File: src/rtl/train_sequencer_if.sv
// Handshake bundle between the training sequencer and its host/datapath.
// master drives start/abort/epochs and the done strobes; slave is the sequencer.
interface train_sequencer_if #(
  parameter int LAYER_ADDR_WIDTH = 3,
  parameter int SAMPLE_ADDR_SIZE = 10,
  parameter int EPOCH_WIDTH      = 16
);
  logic                        start;
  logic                        abort;
  logic [EPOCH_WIDTH-1:0]      epochs;
  logic                        fwd_done;
  logic                        err_done;
  logic                        bwd_done;
  logic                        fwd_start;
  logic                        err_start;
  logic                        bwd_start;
  logic [LAYER_ADDR_WIDTH-1:0] layer;
  logic [SAMPLE_ADDR_SIZE-1:0] sample_addr;
  logic [EPOCH_WIDTH-1:0]      epoch_count;
  logic                        busy;
  logic                        done;

  modport master (
    output start, abort, epochs, fwd_done, err_done, bwd_done,
    input  fwd_start, err_start, bwd_start, layer, sample_addr, epoch_count, busy, done
  );

  modport slave (
    input  start, abort, epochs, fwd_done, err_done, bwd_done,
    output fwd_start, err_start, bwd_start, layer, sample_addr, epoch_count, busy, done
  );
endinterface

File: src/rtl/train_sequencer.sv
// Training control FSM: forward over all layers, output error, then backward/update
// in reverse layer order, for every sample of every epoch. Sequencing only, no data.
//
// state     | meaning
// ----------+-------------------------------------------------
// IDLE      | waiting for start
// FWD_ISSUE | fwd_start pulse for current layer
// FWD_WAIT  | waiting for fwd_done
// ERR_ISSUE | err_start pulse for current sample
// ERR_WAIT  | waiting for err_done
// BWD_ISSUE | bwd_start pulse for current layer
// BWD_WAIT  | waiting for bwd_done
// DONE      | one-cycle done pulse, then IDLE
module train_sequencer #(
  parameter int LAYER_ADDR_WIDTH = 3,
  parameter int LAYER_MAX        = 3,
  parameter int SAMPLE_ADDR_SIZE = 10,
  parameter int MAX_SAMPLES      = 1000,
  parameter int EPOCH_WIDTH      = 16
) (
  input logic              clk,
  input logic              rst,
  train_sequencer_if.slave bus
);

  typedef enum logic [2:0] {
    IDLE, FWD_ISSUE, FWD_WAIT, ERR_ISSUE, ERR_WAIT, BWD_ISSUE, BWD_WAIT, DONE
  } state_e;

  localparam logic [LAYER_ADDR_WIDTH-1:0] LAYER_LAST  = LAYER_ADDR_WIDTH'(LAYER_MAX - 1);
  localparam logic [LAYER_ADDR_WIDTH-1:0] LAYER_ONE   = LAYER_ADDR_WIDTH'(1);
  localparam logic [SAMPLE_ADDR_SIZE-1:0] SAMPLE_LAST = SAMPLE_ADDR_SIZE'(MAX_SAMPLES - 1);
  localparam logic [SAMPLE_ADDR_SIZE-1:0] SAMPLE_ONE  = SAMPLE_ADDR_SIZE'(1);
  localparam logic [EPOCH_WIDTH-1:0]      EPOCH_ONE   = EPOCH_WIDTH'(1);

  state_e                      state_q, state_d;
  logic [LAYER_ADDR_WIDTH-1:0] layer_q, layer_d;
  logic [SAMPLE_ADDR_SIZE-1:0] sample_q, sample_d;
  logic [EPOCH_WIDTH-1:0]      epoch_q, epoch_d;
  logic [EPOCH_WIDTH-1:0]      epochs_lat_q, epochs_lat_d;
  logic                        fwd_start_q, fwd_start_d;
  logic                        err_start_q, err_start_d;
  logic                        bwd_start_q, bwd_start_d;
  logic                        busy_q, busy_d;
  logic                        done_q, done_d;
  logic [EPOCH_WIDTH-1:0]      epoch_inc;

  assign epoch_inc = epoch_q + EPOCH_ONE;

  always_comb begin
    state_d      = state_q;
    layer_d      = layer_q;
    sample_d     = sample_q;
    epoch_d      = epoch_q;
    epochs_lat_d = epochs_lat_q;

    case (state_q)
      IDLE: begin
        if (bus.start) begin
          epochs_lat_d = bus.epochs;
          layer_d      = '0;
          sample_d     = '0;
          epoch_d      = '0;
          state_d      = (bus.epochs == '0) ? DONE : FWD_ISSUE;
        end
      end
      FWD_ISSUE: state_d = FWD_WAIT;
      FWD_WAIT: begin
        if (bus.fwd_done) begin
          if (layer_q < LAYER_LAST) begin
            layer_d = layer_q + LAYER_ONE;
            state_d = FWD_ISSUE;
          end else begin
            state_d = ERR_ISSUE;
          end
        end
      end
      ERR_ISSUE: state_d = ERR_WAIT;
      ERR_WAIT: begin
        if (bus.err_done) begin
          layer_d = LAYER_LAST;
          state_d = BWD_ISSUE;
        end
      end
      BWD_ISSUE: state_d = BWD_WAIT;
      BWD_WAIT: begin
        if (bus.bwd_done) begin
          if (layer_q != '0) begin
            layer_d = layer_q - LAYER_ONE;
            state_d = BWD_ISSUE;
          end else if (sample_q < SAMPLE_LAST) begin
            sample_d = sample_q + SAMPLE_ONE;
            state_d  = FWD_ISSUE;
          end else begin
            sample_d = '0;
            epoch_d  = epoch_inc;
            state_d  = (epoch_inc == epochs_lat_q) ? DONE : FWD_ISSUE;
          end
        end
      end
      DONE:    state_d = IDLE;
      default: state_d = IDLE;
    endcase

    // Abort outranks any strobe and freezes the counters where they stand.
    if (bus.abort && (state_q != IDLE)) begin
      state_d  = IDLE;
      layer_d  = layer_q;
      sample_d = sample_q;
      epoch_d  = epoch_q;
    end

    fwd_start_d = (state_d == FWD_ISSUE);
    err_start_d = (state_d == ERR_ISSUE);
    bwd_start_d = (state_d == BWD_ISSUE);
    busy_d      = (state_d != IDLE);
    done_d      = (state_d == DONE);
  end

  always_ff @(posedge clk or negedge rst) begin
    if (!rst) begin
      state_q      <= IDLE;
      layer_q      <= '0;
      sample_q     <= '0;
      epoch_q      <= '0;
      epochs_lat_q <= '0;
      fwd_start_q  <= 1'b0;
      err_start_q  <= 1'b0;
      bwd_start_q  <= 1'b0;
      busy_q       <= 1'b0;
      done_q       <= 1'b0;
    end else begin
      state_q      <= state_d;
      layer_q      <= layer_d;
      sample_q     <= sample_d;
      epoch_q      <= epoch_d;
      epochs_lat_q <= epochs_lat_d;
      fwd_start_q  <= fwd_start_d;
      err_start_q  <= err_start_d;
      bwd_start_q  <= bwd_start_d;
      busy_q       <= busy_d;
      done_q       <= done_d;
    end
  end

  assign bus.fwd_start   = fwd_start_q;
  assign bus.err_start   = err_start_q;
  assign bus.bwd_start   = bwd_start_q;
  assign bus.layer       = layer_q;
  assign bus.sample_addr = sample_q;
  assign bus.epoch_count = epoch_q;
  assign bus.busy        = busy_q;
  assign bus.done        = done_q;

endmodule

File: src/flat_wrapper.sv
// flat-port wrapper written by rule: the top's interface ports become plain ports
module train_sequencer_flat 
#(
  parameter int LAYER_ADDR_WIDTH = 3,
  parameter int LAYER_MAX        = 3,
  parameter int SAMPLE_ADDR_SIZE = 10,
  parameter int MAX_SAMPLES      = 1000,
  parameter int EPOCH_WIDTH      = 16
)
  (clk, rst, bus_start, bus_abort, bus_epochs, bus_fwd_done, bus_err_done, bus_bwd_done, bus_fwd_start, bus_err_start, bus_bwd_start, bus_layer, bus_sample_addr, bus_epoch_count, bus_busy, bus_done);
  train_sequencer_if #(.LAYER_ADDR_WIDTH(LAYER_ADDR_WIDTH), .SAMPLE_ADDR_SIZE(SAMPLE_ADDR_SIZE), .EPOCH_WIDTH(EPOCH_WIDTH)) bus_i ();
  input logic clk;
  input logic rst;
  input wire logic [$bits(bus_i.start)-1:0] bus_start;
  input wire logic [$bits(bus_i.abort)-1:0] bus_abort;
  input wire logic [$bits(bus_i.epochs)-1:0] bus_epochs;
  input wire logic [$bits(bus_i.fwd_done)-1:0] bus_fwd_done;
  input wire logic [$bits(bus_i.err_done)-1:0] bus_err_done;
  input wire logic [$bits(bus_i.bwd_done)-1:0] bus_bwd_done;
  output wire logic [$bits(bus_i.fwd_start)-1:0] bus_fwd_start;
  output wire logic [$bits(bus_i.err_start)-1:0] bus_err_start;
  output wire logic [$bits(bus_i.bwd_start)-1:0] bus_bwd_start;
  output wire logic [$bits(bus_i.layer)-1:0] bus_layer;
  output wire logic [$bits(bus_i.sample_addr)-1:0] bus_sample_addr;
  output wire logic [$bits(bus_i.epoch_count)-1:0] bus_epoch_count;
  output wire logic [$bits(bus_i.busy)-1:0] bus_busy;
  output wire logic [$bits(bus_i.done)-1:0] bus_done;
  assign bus_i.start = bus_start;
  assign bus_i.abort = bus_abort;
  assign bus_i.epochs = bus_epochs;
  assign bus_i.fwd_done = bus_fwd_done;
  assign bus_i.err_done = bus_err_done;
  assign bus_i.bwd_done = bus_bwd_done;
  assign bus_fwd_start = bus_i.fwd_start;
  assign bus_err_start = bus_i.err_start;
  assign bus_bwd_start = bus_i.bwd_start;
  assign bus_layer = bus_i.layer;
  assign bus_sample_addr = bus_i.sample_addr;
  assign bus_epoch_count = bus_i.epoch_count;
  assign bus_busy = bus_i.busy;
  assign bus_done = bus_i.done;
  train_sequencer #(.LAYER_ADDR_WIDTH(LAYER_ADDR_WIDTH), .LAYER_MAX(LAYER_MAX), .SAMPLE_ADDR_SIZE(SAMPLE_ADDR_SIZE), .MAX_SAMPLES(MAX_SAMPLES), .EPOCH_WIDTH(EPOCH_WIDTH)) u_core (.clk(clk), .rst(rst), .bus(bus_i));
endmodule
File: config.mk
export PLATFORM = sky130hd
export DESIGN_NAME = train_sequencer_flat
export DESIGN_NICKNAME = d
export VERILOG_FILES = /design/src/rtl/train_sequencer_if.sv /design/src/rtl/train_sequencer.sv /design/src/flat_wrapper.sv
export SDC_FILE = /design/constraint.sdc
export NUM_CORES = 1
export LEC_CHECK = 0
export BUFFER_PORTS_ARGS = -buffer_cell sky130_fd_sc_hd__buf_4
export CORE_ASPECT_RATIO = 1.75
export CORE_MARGIN = 1
export CORE_UTILIZATION = 56
export DETAILED_ROUTE_END_ITERATION = 16
export PLACE_DENSITY_LB_ADDON = 0.08
export SLEW_MARGIN = 0
export SYNTH_ARGS = -nofsm -noshare
export SYNTH_HDL_FRONTEND = slang
export SYNTH_SLANG_ARGS = --single-unit
File: constraint.sdc
create_clock -name clk -period 2.84 [get_ports clk]
set_input_delay 0.568 -clock clk [delete_from_list [all_inputs] [get_ports clk]]
set_output_delay 0.568 -clock clk [all_outputs]
set_load 0.05 [all_outputs]
==> summary by stage <==
Placed design
The worst slack at placement is 131.9 ps. At the end of routability-driven placement, the weighted congestion stood at 0.9255. In this run the tool buffered the top-level ports with 56 buffer cells.

The wire-length estimate of the detail-placed layout is 5992 um. In this run the cell area measured after placement is 3715 um^2.

STA
The clock skew is 7.250 ps. In this run the tightest slew margin relative to its limit is 0.3722. The post-route fraction of the period consumed by the critical path is 0.9330. Setup violations remaining at the end of the flow were counted as 0. The number of failing hold endpoints at the final stage is 0. The number of max-slew violations in the final report came to 0. The slew at the pin closest to its max-slew limit is 941.7 ps. The top achievable clock speed is 0.3774 GHz.

The final setup slack of the worst path is 190.2 ps. After layout, the minimum clock period comes to 2650 ps.

Synthesis
Counting every instance in the synthesized netlist gives 341. The proportion of synthesized chip area in sequential cells is 0.4203. The adder and majority cell fraction of the synthesized area is 0.01427. The cell area that synthesis handed to floorplanning was 3156 um^2. The fraction of the mapped netlist area in compound gates is 0.1511. For this run, the number of Yosys warnings is 0. The most used flip-flop cell after synthesis is dfrtp_1. The synthesis-stage register bit count is 53.

After synthesis, the share of cell area in mux cells is 0.07058. In this run the mean area of a mapped cell was 9.254 um^2. After synthesis, the largest family of logic cells by area is simple AND/OR/NAND/NOR gates. The fraction of the mapped netlist area in simple logic gates is 0.2308.

After synthesis, the share of flip-flops with an asynchronous set or reset is 1.000. The fraction of synthesized cell area in xor and xnor cells is 0.07534. When the netlist entered floorplanning its net count stood at 367. Yosys mapped a number of flops with a built-in enable equal to 0. The count of distinct cell types in the synthesized netlist is 54.

Critical path
The endpoint arrival time on the critical path is 2850 ps. The most numerous cell type found on the critical path is nand4_1. The kind of end point of the critical path is a register. The maximum net fanout on the critical path is 7. Data on the critical path is required at its endpoint by 3040 ps. The worst register-to-register path begins at u_core.bus.epoch_count[0].

The delay of the slowest cell on the worst path is 460 ps. Walking the worst path, the cells encountered are ha_1 > nand4_1 > nor3_2 > mux2i_1 > nand4_1 > nor4_4 > a21oi_2 > a2111oi_2. The setup check on the worst reg-to-reg path leaves a slack of 190 ps. The largest individual stage delay along the critical path comes from the cell dfrtp_2. Counting cells, the worst reg-to-reg path comes to 8.

The critical path startpoint category is a register. In this run the critical register-to-register path is captured at u_core.bus.bwd_start. The critical path in this run is classified as reg -> reg.

CTS
The total clock sinks is 53. The clock transition at the register clock pins on the worst setup and hold paths after CTS is 100 ps. The maximum level of the CTS H-tree is 2. The CTS tree is done. The buffer type at the clock tree root is clkbuf_8. The clock latency on the worst-skew pair is 310 ps. No sink is reached through more buffers than the 2 on the longest clock path. The TritonCTS buffer count is 5. The number of hold buffers added after cts is 0.

Pwr
The total design power is 2.848 mW. Power spread over the standard cell area amounts to 747.3 nW/um^2. The worst ir drop on vdd is 0.0005598 V. For this design the static power due to leakage is 1.687 nW.

Routing
In the detailed route, the total length drawn on met2 is 4358 um. The total length of routed wires is 8036 um. Once detail routing completed, the nets flagged for antenna violations numbered 0.

After detailed routing, the number of vias per cell comes to 5.853. The number of design rule violations left after detail routing is 0. The highest layer touched by signal routing is met4. The first-pass iteration count of the detailed router is 4. For this block, the initial DRC count from the detailed router was 177.

The met1 wire length is 2951 um. The average routed wire per standard cell is 16.88 um. In the detailed route, the total length drawn on met3 is 316 um. Detailed routing inserted a total of 2786 vias.

Floorplan
The floorplan step set the die height to 101.3 um. The core region is 5343 um^2. Row generation in the floorplan step produced 35 rows.

The starting utilization of the core area is 0.5906. The width of the die is 58.75 um. The die area is 5951 um^2. Pin placement for this block handled 57 I/O pins.

GRT
The number of antenna violations at the first check in global routing is 0. For this run the aggregate overflow at the end of global routing stands at 0. The first global-routing pass estimated 13250 um of wire. The number of global-route vias before repair is 2783.

Entering global routing, the biggest net connects 54 pins. In the global route stage, overall resource usage came out at 0.2963.

Hold path
The tightest min-delay check is of the in -> async type.

Cells and area
The area taken by flip-flops and latches is 1330 um^2. The area added between synthesis and finish is 20.78%. The filler cell count is 440.

0 antenna diodes ended up in the layout. Summing all multi-input logic gate instances after layout gives 1727 um^2. The proportion of layout cells with a drive suffix above 1 is 0.2711. The number of nets in the layout is 427. The final design area excluding fillers is 3811 um^2.

Flow run
The number of max-cap violations is 0.

Run status
The flow ran to the end, and the final reports show no timing, DRC or antenna violations.
## what timing repair did
item                       4_1_cts  5_1_grt
gates resized for setup          0        3
setup buffers                    0        0
setup endpoints to repair        0        2
## flip-flops by register name, indices dropped and copies added (netlist names)
| register | flops |
|---|---|
| u_core.bus.busy | 1 |
| u_core.bus.bwd_start | 1 |
| u_core.bus.done | 1 |
| u_core.bus.epoch_count | 16 |
| u_core.bus.err_start | 1 |
| u_core.bus.fwd_start | 1 |
| u_core.bus.layer | 3 |
| u_core.bus.sample_addr | 10 |
| u_core.epochs_lat_q | 16 |
| u_core.state_q | 3 |
## cell usage in the layout (no fill, tap or decap), types with 2 or more instances in the layout
cell	count
o31ai_1	7
nand4_1	6
dfrtp_1	50
buf_4	71
o22ai_1	2
and4_1	2
nor2_1	32
xnor3_1	2
ha_1	2
dfrtp_2	3
a31oi_1	3
mux2i_1	2
a21oi_1	12
o21ai_0	35
nor2b_1	4
nor4b_1	2
nor4_1	5
nand3_1	10
clkbuf_8	5
mux2_2	18
xnor2_1	15
nand2b_1	8
a211oi_1	3
or2_2	3
o211ai_1	3
inv_1	12
and3_1	9
nor3_2	2
xor2_1	7
nor3_1	10
nand3b_1	2
nand2_1	26
clkbuf_1	2
or4_1	5
## Yosys cell counts, types with 2 or more instances
master | number | area (um^2)
dfrtp_1 | 53 | 1326
nand3_1 | 10 | 50.05
mux2i_1 | 2 | 20.02
nand2_1 | 26 | 97.59
o22ai_1 | 2 | 12.51
or2_2 | 3 | 18.77
nor3_1 | 12 | 60.06
or4_1 | 5 | 37.54
ha_1 | 2 | 25.02
nand2b_1 | 8 | 50.05
o21ai_0 | 35 | 175.2
nor2b_1 | 4 | 25.02
and3_1 | 9 | 56.30
nor4b_1 | 3 | 26.28
mux2_2 | 18 | 202.7
xnor2_1 | 15 | 131.4
xnor3_1 | 2 | 45.04
inv_1 | 12 | 45.04
nor4_1 | 5 | 31.28
clkbuf_1 | 14 | 52.55
and4_1 | 2 | 17.52
a21oi_1 | 12 | 60.06
nand3b_1 | 2 | 15.01
o211ai_1 | 3 | 22.52
nand4_1 | 6 | 37.54
a31oi_1 | 3 | 18.77
o31ai_1 | 7 | 52.55
a211oi_1 | 3 | 22.52
xor2_1 | 7 | 61.31
nor2_1 | 32 | 120.1
## logic make-up (layout without fill, tap and decap cells)
kind of cell / count (synthesis) / after routing
and+or+nand+nor: 134 / 134
buffers and inverters: 30 / 91
DFF: 53 / 53
xor gates and xnor gates: 24 / 24
muxes: 20 / 20
AOI/OAI and AO/OA: 77 / 77
adders and majority gates: 3 / 3
## per-stage QoR
step                      std cells    util  hold WS [ps]  TNS, ps
after floorplan                 341       -         272.4        0
after global placement          468  0.6953         513.6        0
after detailed placement        468  0.6953         529.4        0
after CTS                       476  0.7110         308.4        0
after global routing            476  0.7133         331.1   -11.47
final                           476  0.7133         270.5        0
## report_power, final
part | internal [mW] | total (mW) | switching, mW
sequential | 0.938 | 1.18 | 0.246
combinational | 0.534 | 1.24 | 0.709
clock | 0.175 | 0.421 | 0.246
total | 1.65 | 2.85 | 1.20
## area by class of cell
type	instances	area share
repair buffers	71	0.1399
inverters	12	0.01182
multi-input cells	258	0.4531
flip-flops and latches	53	0.3490
clock inverters	1	0.001970
clock buffers	7	0.02003
well taps	74	0.02429
## how the worst max path moves through the flow
stage                                         start  slack [ps]  depth (start not counted)                   end
after global routing      u_core.bus.epoch_count[0]         -10                          8  u_core.bus.bwd_start
final                     u_core.bus.epoch_count[0]         190                          8  u_core.bus.bwd_start
after global placement                bus_epochs[0]         200                          8  u_core.bus.bwd_start
after CTS                 u_core.bus.epoch_count[0]         150                          8  u_core.bus.bwd_start
after floorplan           u_core.bus.epoch_count[7]           2                          9  u_core.bus.bwd_start
after detailed placement              bus_epochs[0]         130                          8  u_core.bus.bwd_start
## metal layers
layer,up-vias,GRT usage
li1,1339,-
met1,1335,0.3264
met2,86,0.5385
met3,26,0.03831
met4,0,0.1538
met5,-,0
## critical path, delay by kind of cell (launching register included)
family / cells / cell delay [ps]
AO/OA/AOI/OAI: 2 / 480
AND/OR/NAND/NOR: 4 / 1120
flip-flops: 1 / 460
multiplexers: 1 / 210
adder cells (fa/ha/maj): 1 / 280
(Power assumes the default switching activity.)
